### config.mk
export PLATFORM = sky130hd
export DESIGN_NAME = cart_sdram_arbiter_flat
export DESIGN_NICKNAME = d
export VERILOG_FILES = /design/src/rtl/cart_sdram_arbiter_if.sv /design/src/rtl/cart_sdram_arbiter.sv /design/src/flat_wrapper.sv
export SDC_FILE = /design/constraint.sdc
export NUM_CORES = 1
export LEC_CHECK = 0
export ABC_CLOCK_PERIOD_IN_PS = 11000
export BUFFER_PORTS_ARGS = -buffer_cell sky130_fd_sc_hd__buf_2
export CAP_MARGIN = 20
export CORE_MARGIN = 5
export CORE_UTILIZATION = 40
export DETAILED_ROUTE_END_ITERATION = 10
export PLACE_DENSITY = 0.61
export SLEW_MARGIN = 15
export SYNTH_ARGS = -nofsm -noshare
export SYNTH_HDL_FRONTEND = slang
export SYNTH_SLANG_ARGS = --single-unit
### constraint.sdc
create_clock -name clk_sys -period 11 [get_ports clk_sys]
set_input_delay 0.55 -clock clk_sys [delete_from_list [all_inputs] [get_ports clk_sys]]
set_output_delay 0.55 -clock clk_sys [all_outputs]
set_load 0.01 [all_outputs]
### src/rtl/cart_sdram_arbiter_if.sv
// Bundle of the download, cartridge-read and SDRAM-port signals around cart_sdram_arbiter.
// The arbiter uses the slave view; the surrounding system (or a bench) uses the master view.
interface cart_sdram_arbiter_if #(
    parameter int ADDR_W = 25
);
    logic              dl_active;
    logic              dl_wr;
    logic [ADDR_W-1:0] dl_addr;
    logic [7:0]        dl_data;
    logic              dl_overflow;
    logic              dl_idle;

    logic              cart_rd;
    logic [19:0]       cart_a;
    logic [7:0]        cart_d;
    logic              cart_valid;

    logic              mem_req;
    logic              mem_we;
    logic [ADDR_W-1:0] mem_addr;
    logic [7:0]        mem_wdata;
    logic              mem_ack;
    logic [7:0]        mem_rdata;

    modport slave (
        input  dl_active, dl_wr, dl_addr, dl_data, cart_rd, cart_a, mem_ack, mem_rdata,
        output dl_overflow, dl_idle, cart_d, cart_valid, mem_req, mem_we, mem_addr, mem_wdata
    );

    modport master (
        output dl_active, dl_wr, dl_addr, dl_data, cart_rd, cart_a, mem_ack, mem_rdata,
        input  dl_overflow, dl_idle, cart_d, cart_valid, mem_req, mem_we, mem_addr, mem_wdata
    );
endinterface

### src/rtl/cart_sdram_arbiter.sv
// Shares one SDRAM port between buffered ioctl download writes and console cartridge reads.
//
// state    | meaning
// ---------+-----------------------------------------------------------------
// ST_IDLE  | no request outstanding; picks read, write or nothing each cycle
// ST_WRITE | FIFO head presented to SDRAM, waiting for mem_ack
// ST_READ  | cartridge read presented to SDRAM, waiting for mem_ack
module cart_sdram_arbiter #(
    parameter int FIFO_DEPTH   = 8,
    parameter int MAX_WR_BURST = 4,
    parameter int ADDR_W       = 25
) (
    input  logic                clk_sys,
    input  logic                reset,
    cart_sdram_arbiter_if.slave bus
);
    localparam int PTR_W = $clog2(FIFO_DEPTH);
    localparam int CNT_W = PTR_W + 1;
    localparam int BC_W  = $clog2(MAX_WR_BURST + 1);

    typedef enum logic [1:0] {
        ST_IDLE  = 2'd0,
        ST_WRITE = 2'd1,
        ST_READ  = 2'd2
    } state_t;

    state_t state, state_nxt;
    logic   do_read, do_write;

    logic [ADDR_W+7:0] fifo_mem [FIFO_DEPTH];
    logic [PTR_W-1:0]  wr_ptr, rd_ptr;
    logic [CNT_W-1:0]  fifo_cnt;
    logic              fifo_empty, fifo_full, push;
    logic [ADDR_W+7:0] head;

    logic [BC_W-1:0]   burst_cnt;
    logic              rd_pend;
    logic [ADDR_W-1:0] rd_addr;
    logic [ADDR_W-1:0] cart_a_ext;
    logic              dl_active_q;

    logic              mem_we_r;
    logic [ADDR_W-1:0] mem_addr_r;
    logic [7:0]        mem_wdata_r;
    logic [7:0]        cart_d_r;
    logic              cart_valid_r;
    logic              overflow_r;

    assign fifo_empty = (fifo_cnt == '0);
    assign fifo_full  = (fifo_cnt == CNT_W'(FIFO_DEPTH));
    assign push       = bus.dl_wr && !fifo_full;
    assign head       = fifo_mem[rd_ptr];
    assign cart_a_ext = ADDR_W'(bus.cart_a);

    always_comb begin
        state_nxt = state;
        do_read   = 1'b0;
        do_write  = 1'b0;
        unique case (state)
            ST_IDLE: begin
                if (rd_pend && (fifo_empty || burst_cnt == BC_W'(MAX_WR_BURST))) begin
                    do_read   = 1'b1;
                    state_nxt = ST_READ;
                end else if (!fifo_empty) begin
                    do_write  = 1'b1;
                    state_nxt = ST_WRITE;
                end
            end
            ST_WRITE, ST_READ: begin
                if (bus.mem_ack) state_nxt = ST_IDLE;
            end
            default: state_nxt = ST_IDLE;
        endcase
    end

    always_ff @(posedge clk_sys) begin
        if (push) fifo_mem[wr_ptr] <= {bus.dl_addr, bus.dl_data};
    end

    always_ff @(posedge clk_sys or posedge reset) begin
        if (reset) begin
            wr_ptr   <= '0;
            rd_ptr   <= '0;
            fifo_cnt <= '0;
        end else begin
            if (push)     wr_ptr <= wr_ptr + 1'b1;
            if (do_write) rd_ptr <= rd_ptr + 1'b1;
            case ({push, do_write})
                2'b10:   fifo_cnt <= fifo_cnt + 1'b1;
                2'b01:   fifo_cnt <= fifo_cnt - 1'b1;
                default: fifo_cnt <= fifo_cnt;
            endcase
        end
    end

    always_ff @(posedge clk_sys or posedge reset) begin
        if (reset) begin
            state        <= ST_IDLE;
            burst_cnt    <= '0;
            rd_pend      <= 1'b0;
            rd_addr      <= '0;
            mem_we_r     <= 1'b0;
            mem_addr_r   <= '0;
            mem_wdata_r  <= '0;
            cart_d_r     <= '0;
            cart_valid_r <= 1'b0;
            overflow_r   <= 1'b0;
            dl_active_q  <= 1'b0;
        end else begin
            state        <= state_nxt;
            cart_valid_r <= 1'b0;
            dl_active_q  <= bus.dl_active;

            // A strobe arriving on the issue cycle is folded into this read (latest wins).
            if (do_read) begin
                burst_cnt   <= '0;
                rd_pend     <= 1'b0;
                mem_we_r    <= 1'b0;
                mem_addr_r  <= bus.cart_rd ? cart_a_ext : rd_addr;
                mem_wdata_r <= '0;
            end else begin
                if (bus.cart_rd) begin
                    rd_pend <= 1'b1;
                    rd_addr <= cart_a_ext;
                end
                if (do_write) begin
                    mem_we_r    <= 1'b1;
                    mem_addr_r  <= head[ADDR_W+7:8];
                    mem_wdata_r <= head[7:0];
                    if (burst_cnt != BC_W'(MAX_WR_BURST)) burst_cnt <= burst_cnt + 1'b1;
                end else if (state == ST_IDLE && !rd_pend) begin
                    burst_cnt <= '0;
                end
            end

            if (state == ST_READ && bus.mem_ack) begin
                cart_d_r     <= bus.mem_rdata;
                cart_valid_r <= 1'b1;
            end

            if (bus.dl_wr && fifo_full)
                overflow_r <= 1'b1;
            else if (bus.dl_active && !dl_active_q)
                overflow_r <= 1'b0;
        end
    end

    assign bus.mem_req     = (state == ST_WRITE) || (state == ST_READ);
    assign bus.mem_we      = mem_we_r;
    assign bus.mem_addr    = mem_addr_r;
    assign bus.mem_wdata   = mem_wdata_r;
    assign bus.cart_d      = cart_d_r;
    assign bus.cart_valid  = cart_valid_r;
    assign bus.dl_overflow = overflow_r;
    assign bus.dl_idle     = fifo_empty && (state != ST_WRITE);
endmodule

### src/flat_wrapper.sv
// flat-port wrapper written by rule: the top's interface ports become plain ports
module cart_sdram_arbiter_flat 
#(
    parameter int FIFO_DEPTH   = 8,
    parameter int MAX_WR_BURST = 4,
    parameter int ADDR_W       = 25
)
  (clk_sys, reset, bus_dl_active, bus_dl_wr, bus_dl_addr, bus_dl_data, bus_cart_rd, bus_cart_a, bus_mem_ack, bus_mem_rdata, bus_dl_overflow, bus_dl_idle, bus_cart_d, bus_cart_valid, bus_mem_req, bus_mem_we, bus_mem_addr, bus_mem_wdata);
  cart_sdram_arbiter_if #(.ADDR_W(ADDR_W)) bus_i ();
  input  logic clk_sys;
  input  logic reset;
  input wire logic [$bits(bus_i.dl_active)-1:0] bus_dl_active;
  input wire logic [$bits(bus_i.dl_wr)-1:0] bus_dl_wr;
  input wire logic [$bits(bus_i.dl_addr)-1:0] bus_dl_addr;
  input wire logic [$bits(bus_i.dl_data)-1:0] bus_dl_data;
  input wire logic [$bits(bus_i.cart_rd)-1:0] bus_cart_rd;
  input wire logic [$bits(bus_i.cart_a)-1:0] bus_cart_a;
  input wire logic [$bits(bus_i.mem_ack)-1:0] bus_mem_ack;
  input wire logic [$bits(bus_i.mem_rdata)-1:0] bus_mem_rdata;
  output wire logic [$bits(bus_i.dl_overflow)-1:0] bus_dl_overflow;
  output wire logic [$bits(bus_i.dl_idle)-1:0] bus_dl_idle;
  output wire logic [$bits(bus_i.cart_d)-1:0] bus_cart_d;
  output wire logic [$bits(bus_i.cart_valid)-1:0] bus_cart_valid;
  output wire logic [$bits(bus_i.mem_req)-1:0] bus_mem_req;
  output wire logic [$bits(bus_i.mem_we)-1:0] bus_mem_we;
  output wire logic [$bits(bus_i.mem_addr)-1:0] bus_mem_addr;
  output wire logic [$bits(bus_i.mem_wdata)-1:0] bus_mem_wdata;
  assign bus_i.dl_active = bus_dl_active;
  assign bus_i.dl_wr = bus_dl_wr;
  assign bus_i.dl_addr = bus_dl_addr;
  assign bus_i.dl_data = bus_dl_data;
  assign bus_i.cart_rd = bus_cart_rd;
  assign bus_i.cart_a = bus_cart_a;
  assign bus_i.mem_ack = bus_mem_ack;
  assign bus_i.mem_rdata = bus_mem_rdata;
  assign bus_dl_overflow = bus_i.dl_overflow;
  assign bus_dl_idle = bus_i.dl_idle;
  assign bus_cart_d = bus_i.cart_d;
  assign bus_cart_valid = bus_i.cart_valid;
  assign bus_mem_req = bus_i.mem_req;
  assign bus_mem_we = bus_i.mem_we;
  assign bus_mem_addr = bus_i.mem_addr;
  assign bus_mem_wdata = bus_i.mem_wdata;
  cart_sdram_arbiter #(.FIFO_DEPTH(FIFO_DEPTH), .MAX_WR_BURST(MAX_WR_BURST), .ADDR_W(ADDR_W)) u_core (.clk_sys(clk_sys), .reset(reset), .bus(bus_i));
endmodule
==> flow_summary.yaml, run 1 <==
critical_path:
  cp.arrival_ns: 3.87
  crit_path_top_delay_cell: "or4_4"
  crit_buf_inv: 2
  crit_path_end_kind: "register"
  crit_path_start_kind: "register"
  path_cells: "or4_4 -> nand3_2 -> buf_4 -> inv_1 -> ha_1 -> xor2_1 -> ha_1 -> a21oi_1 -> xor2_1 -> nor2_1 -> xor2_1"
  critical_path_class: "reg2reg"
  crit_fanout: 47
  r2r_cells: 11
  slowest_delay_ns: 0.63
  worstPathRequired_ns: 11.39
  critPathTopFamily: "buffers and inverters"
  timing.critical_path.mode_cell: "xor2_1"
  cp.depth: 11
detailed_routing:
  wl_per_cell_microns: 21.0
  drt-pass1-iter-count: 5
  drtIter0Drc: 476
  totalWireLength_mm: 27.7
  vias: 6786
  viasPerCell: 5.14
  postRouteAntennaNets: 0
  drc: 0
status:
  status: "finished, final reports clean"
yosys:
  yosysSeqAreaShare_pct: 73.6
  synth-edff-count: 264
  synthArstFlopShare_pct: 24.6
  synth-seq-cells: 350
  synth.avg_cell_area_sq_um: 19.0
  synthFlopType: "edfxtp_1"
  synth_cell_type_count: 41
  netlist_instances: 721
  syn_nets: 798
  yosys_warnings: 0
  netlist_area_sq_mm: 0.0137
min_path:
  holdCritPathClass: "in2reg"
  hold_path_depth: 1
sta:
  worst_pin_slew_ns: 0.947
  fin_crit_sh_pct: 31.7
  final.setup_skew_ns: 0.0113
  hold_violations: 0
  drv_slew: 0
  max_freq_mhz: 287
  fin_tns_setup_ns: 0
  fin_crit_ns: 3.49
  slew_headroom_pct: 36.9
  setup_viol: 0
  grt_setup_unrepaired: "no"
floorplanning:
  rows: 67
  core_area_sq_mm: 0.0337
  die_w_microns: 195
  top_level_ports: 113
  die_y_microns: 195
  start_util_pct: 40.6
  fp.dieArea_sq_mm: 0.0380
clocking:
  cts-root-buf: "clkbuf_16"
  clk_latency_ns: 0.52
  tritoncts: "done"
  h-tree-depth: 2
  cts.reportedPaths.clkPinSlew_ns: 0.06
  cts.repair.resized: 0
  clock_sinks: 350
  numCtsBuffers: 36
  cts_buffer_depth: 3
layout:
  syn2layout_area_growth_pct: 16.2
  design_area_sq_mm: 0.0159
  fillers: 2887
  drive_above_1_share_pct: 32.1
  fin_nets: 921
power_and_ir_drop:
  power_frac_clock_pct: 26.3
  switching_share_pct: 31.3
  p_int_mw: 2.98
  pwr-share-seq_pct: 44.2
  irDropWorstVdd_v: 0.000125
  power.density_mw_per_mm2: 273
  p_leak_nw: 5.73
  p_sw_mw: 1.36
  combPwrFrac_pct: 29.5
placed_design:
  gp_congestion: 0.707
  port_buffers: 112
  placed_area_sq_mm: 0.0148
  dp_hpwl_mm: 15.8
grt:
  grt_pass1_wl_mm: 42.5
  grt_overflow: 0
  grt_pass1_vias: 7039
  gr-usage-all-layers_pct: 14.5
  antenna_found_initial: 5
  grt_max_degree: 72
job:
  cap_violations: 0
==> routing by layer <==
metal  share of wire [%]  vias up  routed length (microns)  GRT usage, %
li1                    -     3126                        -             -
met1                  45     3445                    12500          21.0
met2                  47      162                    12900          22.3
met3                 6.1       45                     1710          3.07
met4                 1.7        8                      483          4.06
met5                0.20        -                       55             0
==> registers in the layout, summed over array words and instances (netlist names), 2 cells and up <==
signal	count
u_core.fifo_mem	264
u_core.bus.mem_addr	25
u_core.rd_addr	25
u_core.bus.cart_d	8
u_core.bus.mem_wdata	8
u_core.fifo_cnt	4
u_core.burst_cnt	3
u_core.rd_ptr	3
u_core.wr_ptr	3
u_core.state	2
==> cell families (layout without fill, tap and decap cells) <==
logic type / count (synthesis) / count (layout) / synth area share, %
fa+ha+maj: 10 / 10 / 0.914
flops: 350 / 350 / 73.6
other cells: 0 / 1 / 0
buf+inv: 56 / 207 / 1.91
xor+xnor: 9 / 9 / 0.576
mux: 131 / 131 / 15.8
compound gates: 82 / 82 / 4.26
simple gates: 83 / 83 / 2.87
==> cells in the mapped netlist, types with 2 or more instances <==
cell         n  area, sq um
o32ai_1      5         43.8
buf_2       14         70.1
a221o_1      7         70.1
ha_1        10          125
xnor2_1      5         43.8
nand3_1     16         80.1
nor2_1      29          109
nand2b_1     5         31.3
nor2b_1      6         37.5
buf_4        3         22.5
dfrtp_1     86         2150
o221ai_1    13          114
mux4_2      66         1490
o22ai_1      3         18.8
edfxtp_1   264         7930
xor2_1       4         35.0
o2bb2ai_1    6         52.6
buf_6        3         33.8
a21oi_1     25          125
o21ai_0     11         55.1
a211oi_1     5         37.5
inv_1       15         56.3
nand2_1     15         56.3
nor4_1       2         12.5
buf_1        7         26.3
nor3_1       5         25.0
mux2_2      24          270
clkbuf_1    14         52.6
mux2i_1     41          410
==> repair_timing <==
| item | CTS | global route |
|---|---|---|
| endpoints found under the hold margin | 15 | 0 |
| setup buffers | 0 | 0 |
| hold buffers | 1 | 0 |
==> final timing paths <==
check	startpoint	end	slack (ns)
worst max-delay path	u_core.fifo_cnt[1]	u_core.fifo_cnt[2]	7.51
worst min-delay path	bus_dl_active	u_core.dl_active_q	0.16
worst max register to register	u_core.fifo_cnt[1]	u_core.fifo_cnt[2]	7.51
worst min register to register	u_core.rd_addr[21]	u_core.rd_addr[21]	0.50
max in group asynchronous	reset	u_core.rd_ptr[1]	9.22
min in group asynchronous	reset	u_core.rd_addr[10]	0.50
==> final cells by class <==
| type | instances | area (sq um) | share of cell area, % |
|---|---|---|---|
| Tap cell | 448 | 561 | 3.53 |
| Sequential cell | 350 | 10100 | 63.4 |
| Inverter | 15 | 58.8 | 0.370 |
| Timing Repair Buffer | 126 | 668 | 4.20 |
| Multi-Input combinational cell | 315 | 3410 | 21.4 |
| Clock inverter | 11 | 62.6 | 0.393 |
| Antenna cell | 1 | 2.50 | 0.0157 |
| Clock buffer | 55 | 1050 | 6.63 |
==> cell usage in the layout (no fill, tap or decap), drive strengths merged, types with 15 or more instances in the layout <==
cell,synthesis,layout
mux2i,41,41
buf,27,125
clkbuf,14,55
a21oi,26,26
nand2,16,16
dfrtp,86,86
nand3,16,16
inv,15,15
mux2,24,24
mux4,66,66
edfxtp,264,264
nor2,30,30
==> stage by stage <==
stage                     setup slack (ns)  utilization (%)  cells  power [mW]  hold WS [ns]
after floorplan                       6.29                -    721        2.85         0.472
after global placement                7.63             43.8   1253        3.23         0.481
after detailed placement              7.57             43.8   1253        3.25         0.487
after CTS                             7.56             47.2   1320        4.41         0.146
after global routing                  7.27             47.2   1320        4.60         0.148
final                                 7.51             47.2   1321        4.33         0.163
==> worst register-to-register path, delay by kind of cell (launching register included) <==
family	cells	cell delay [ns]
xor gates and xnor gates	3	0.47
and+or+nand+nor	3	0.79
DFF	1	0.48
AOI/OAI and AO/OA	1	0.14
buffers and inverters	2	0.92
adders and majority gates	2	0.57
==> power by group through the flow <==
stage	sequential, mW	combinational, mW	clock, mW
after floorplan	1.88	0.960	0
after global placement	1.94	1.29	0
after detailed placement	1.95	1.30	0
after CTS	1.92	1.31	1.17
after global routing	1.95	1.42	1.23
final	1.92	1.28	1.14
Note: power is estimated with default switching activity, not from simulation.
==> run 2: changes to the inputs <==
ABC_CLOCK_PERIOD_IN_PS = 3300   (was 11000)
clock period = 3.3 ns   (was 11 ns; I/O delays follow)
==> flow_summary.yaml, run 2 (same netlist as run 1, synthesis figures left out) <==
layout:
  final_cell_mix: "264 x edfxtp_1, 112 x buf_2, 83 x dfrtp_1"
  largest_reg_flops: 264
  layout_commonest_cell: "edfxtp_1"
  fin_util_pct: 49.5
  multi_input_area_sq_mm: 0.00342
  drive_above_1_share_pct: 31.4
  fillers: 2844
  top_register: "u_core.fifo_mem"
  syn2layout_area_growth_pct: 21.8
  diodes: 0
  regArea_sq_mm: 0.0101
  fin_nets: 994
sta:
  final.setup_skew_ns: 0.0168
  setup_viol: 0
  slew_headroom_pct: 47.9
  fin_crit_ns: 2.78
  grt_setup_unrepaired: "no"
  hold_violations: 0
  max_freq_mhz: 360
  worst_pin_slew_ns: 0.781
  drv_slew: 0
  fin_crit_sh_pct: 84.3
critical_path:
  crit_path_top_delay_cell: "or4_4"
  path_cells: "or4_4 -> nand3_2 -> inv_1 -> ha_1 -> xor2_1 -> ha_1 -> a21oi_1 -> xor2_1 -> nor2_1 -> xor2_1"
  slowest_delay_ns: 0.63
  crit_path_end_kind: "register"
  critical_path_class: "reg2reg"
  crit_path_start_kind: "register"
  cp.arrival_ns: 3.18
  worstPathRequired_ns: 3.69
  r2r_cells: 10
  crit_fanout: 16
  timing.critical_path.mode_cell: "xor2_1"
status:
  status: "finished, final reports clean"
clocking:
  cts.reportedPaths.clkPinSlew_ns: 0.06
  cts_buffer_depth: 3
  clk_latency_ns: 0.51
  cts.repair.resized: 0
  cts_setup_buffers: 0
  h-tree-depth: 2
  clock_sinks: 350
  tritoncts: "done"
  numCtsBuffers: 37
  ctsHoldBuffers: 62
  cts-root-buf: "clkbuf_16"
detailed_routing:
  wl_per_cell_microns: 19.9
  drc: 0
  viasPerCell: 5.14
  drt-pass1-iter-count: 4
  postRouteAntennaNets: 0
  drtIter0Drc: 342
  totalWireLength_mm: 27.8
  vias: 7162
floorplanning:
  die_w_microns: 195
  rows: 67
  core_area_sq_mm: 0.0337
  die_y_microns: 195
  start_util_pct: 40.6
  top_level_ports: 113
  fp.dieArea_sq_mm: 0.0380
placed_design:
  port_buffers: 112
  gp_congestion: 0.721
  dp_hpwl_mm: 16.8
grt:
  grt_pass1_wl_mm: 44.0
  antenna_found_initial: 1
  grt_overflow: 0
  grt_max_degree: 47
  gr-usage-all-layers_pct: 14.7
  grt_pass1_vias: 7498
min_path:
  hold_path_depth: 3
  holdCritPathClass: "in2reg"
job:
  cap_violations: 0
power_and_ir_drop:
  power.density_mw_per_mm2: 886
  irDropWorstVdd_v: 0.000428
  p_leak_nw: 6.08
  p_total_mw: 14.8
==> run 2: worst max-delay path: cells and delay by family, from the launching register on <==
kind / cells / cell delay, ns
AND/OR/NAND/NOR: 3 / 0.80
AO/OA/AOI/OAI: 1 / 0.14
flip-flops: 1 / 0.46
adder cells (fa/ha/maj): 2 / 0.55
XOR/XNOR: 3 / 0.47
buffers and inverters: 1 / 0.24
==> run 2: metal layers <==
metal / up-vias / wire length (microns) / GRT usage, %
li1: 3277 / - / -
met1: 3674 / 12900 / 21.5
met2: 178 / 13100 / 23.1
met3: 31 / 1380 / 2.86
met4: 2 / 388 / 3.13
met5: - / 13 / 0
==> run 2: through the flow <==
step	instances	setup TNS [ns]	setup slack [ns]	hold WS, ns	instance area (sq um)
floorplan	721	-49.95	-0.505	0.196	13700
global placement	1264	0	0.566	0.261	14900
detailed placement	1264	0	0.536	0.262	14900
CTS	1393	0	0.534	0.00281	16700
global route	1393	0	0.360	0.0520	16700
finish	1393	0	0.519	0.0262	16700
==> run 2: power by group <==
part	total (mW)	switching [mW]	internal (mW)
Clock	3.94	1.61	2.33
Combinational	4.44	2.35	2.09
Sequential	6.40	0.646	5.75
==> run 2: path summary, 6_finish.rpt <==
path / slack, ns / endpoint / from
min: 0.03 / u_core.bus.mem_addr[15] / bus_cart_a[15]
max in group asynchronous: 2.27 / u_core.bus.mem_addr[0] / reset
max: 0.52 / u_core.fifo_cnt[2] / u_core.fifo_cnt[0]
min reg2reg: 0.50 / u_core.bus.mem_wdata[0] / u_core.bus.mem_wdata[0]
min in group asynchronous: 0.24 / u_core.bus.mem_addr[13] / reset
max reg2reg: 0.52 / u_core.fifo_cnt[2] / u_core.fifo_cnt[0]
==> run 2: final cells by class <==
type / count / share of cell area (%)
tap: 448 / 3.36
sequential: 350 / 60.5
timing repair buffer: 198 / 8.31
inverter: 15 / 0.353
clock inverter: 14 / 0.863
multi-input combinational: 315 / 20.5
clock buffer: 53 / 6.15
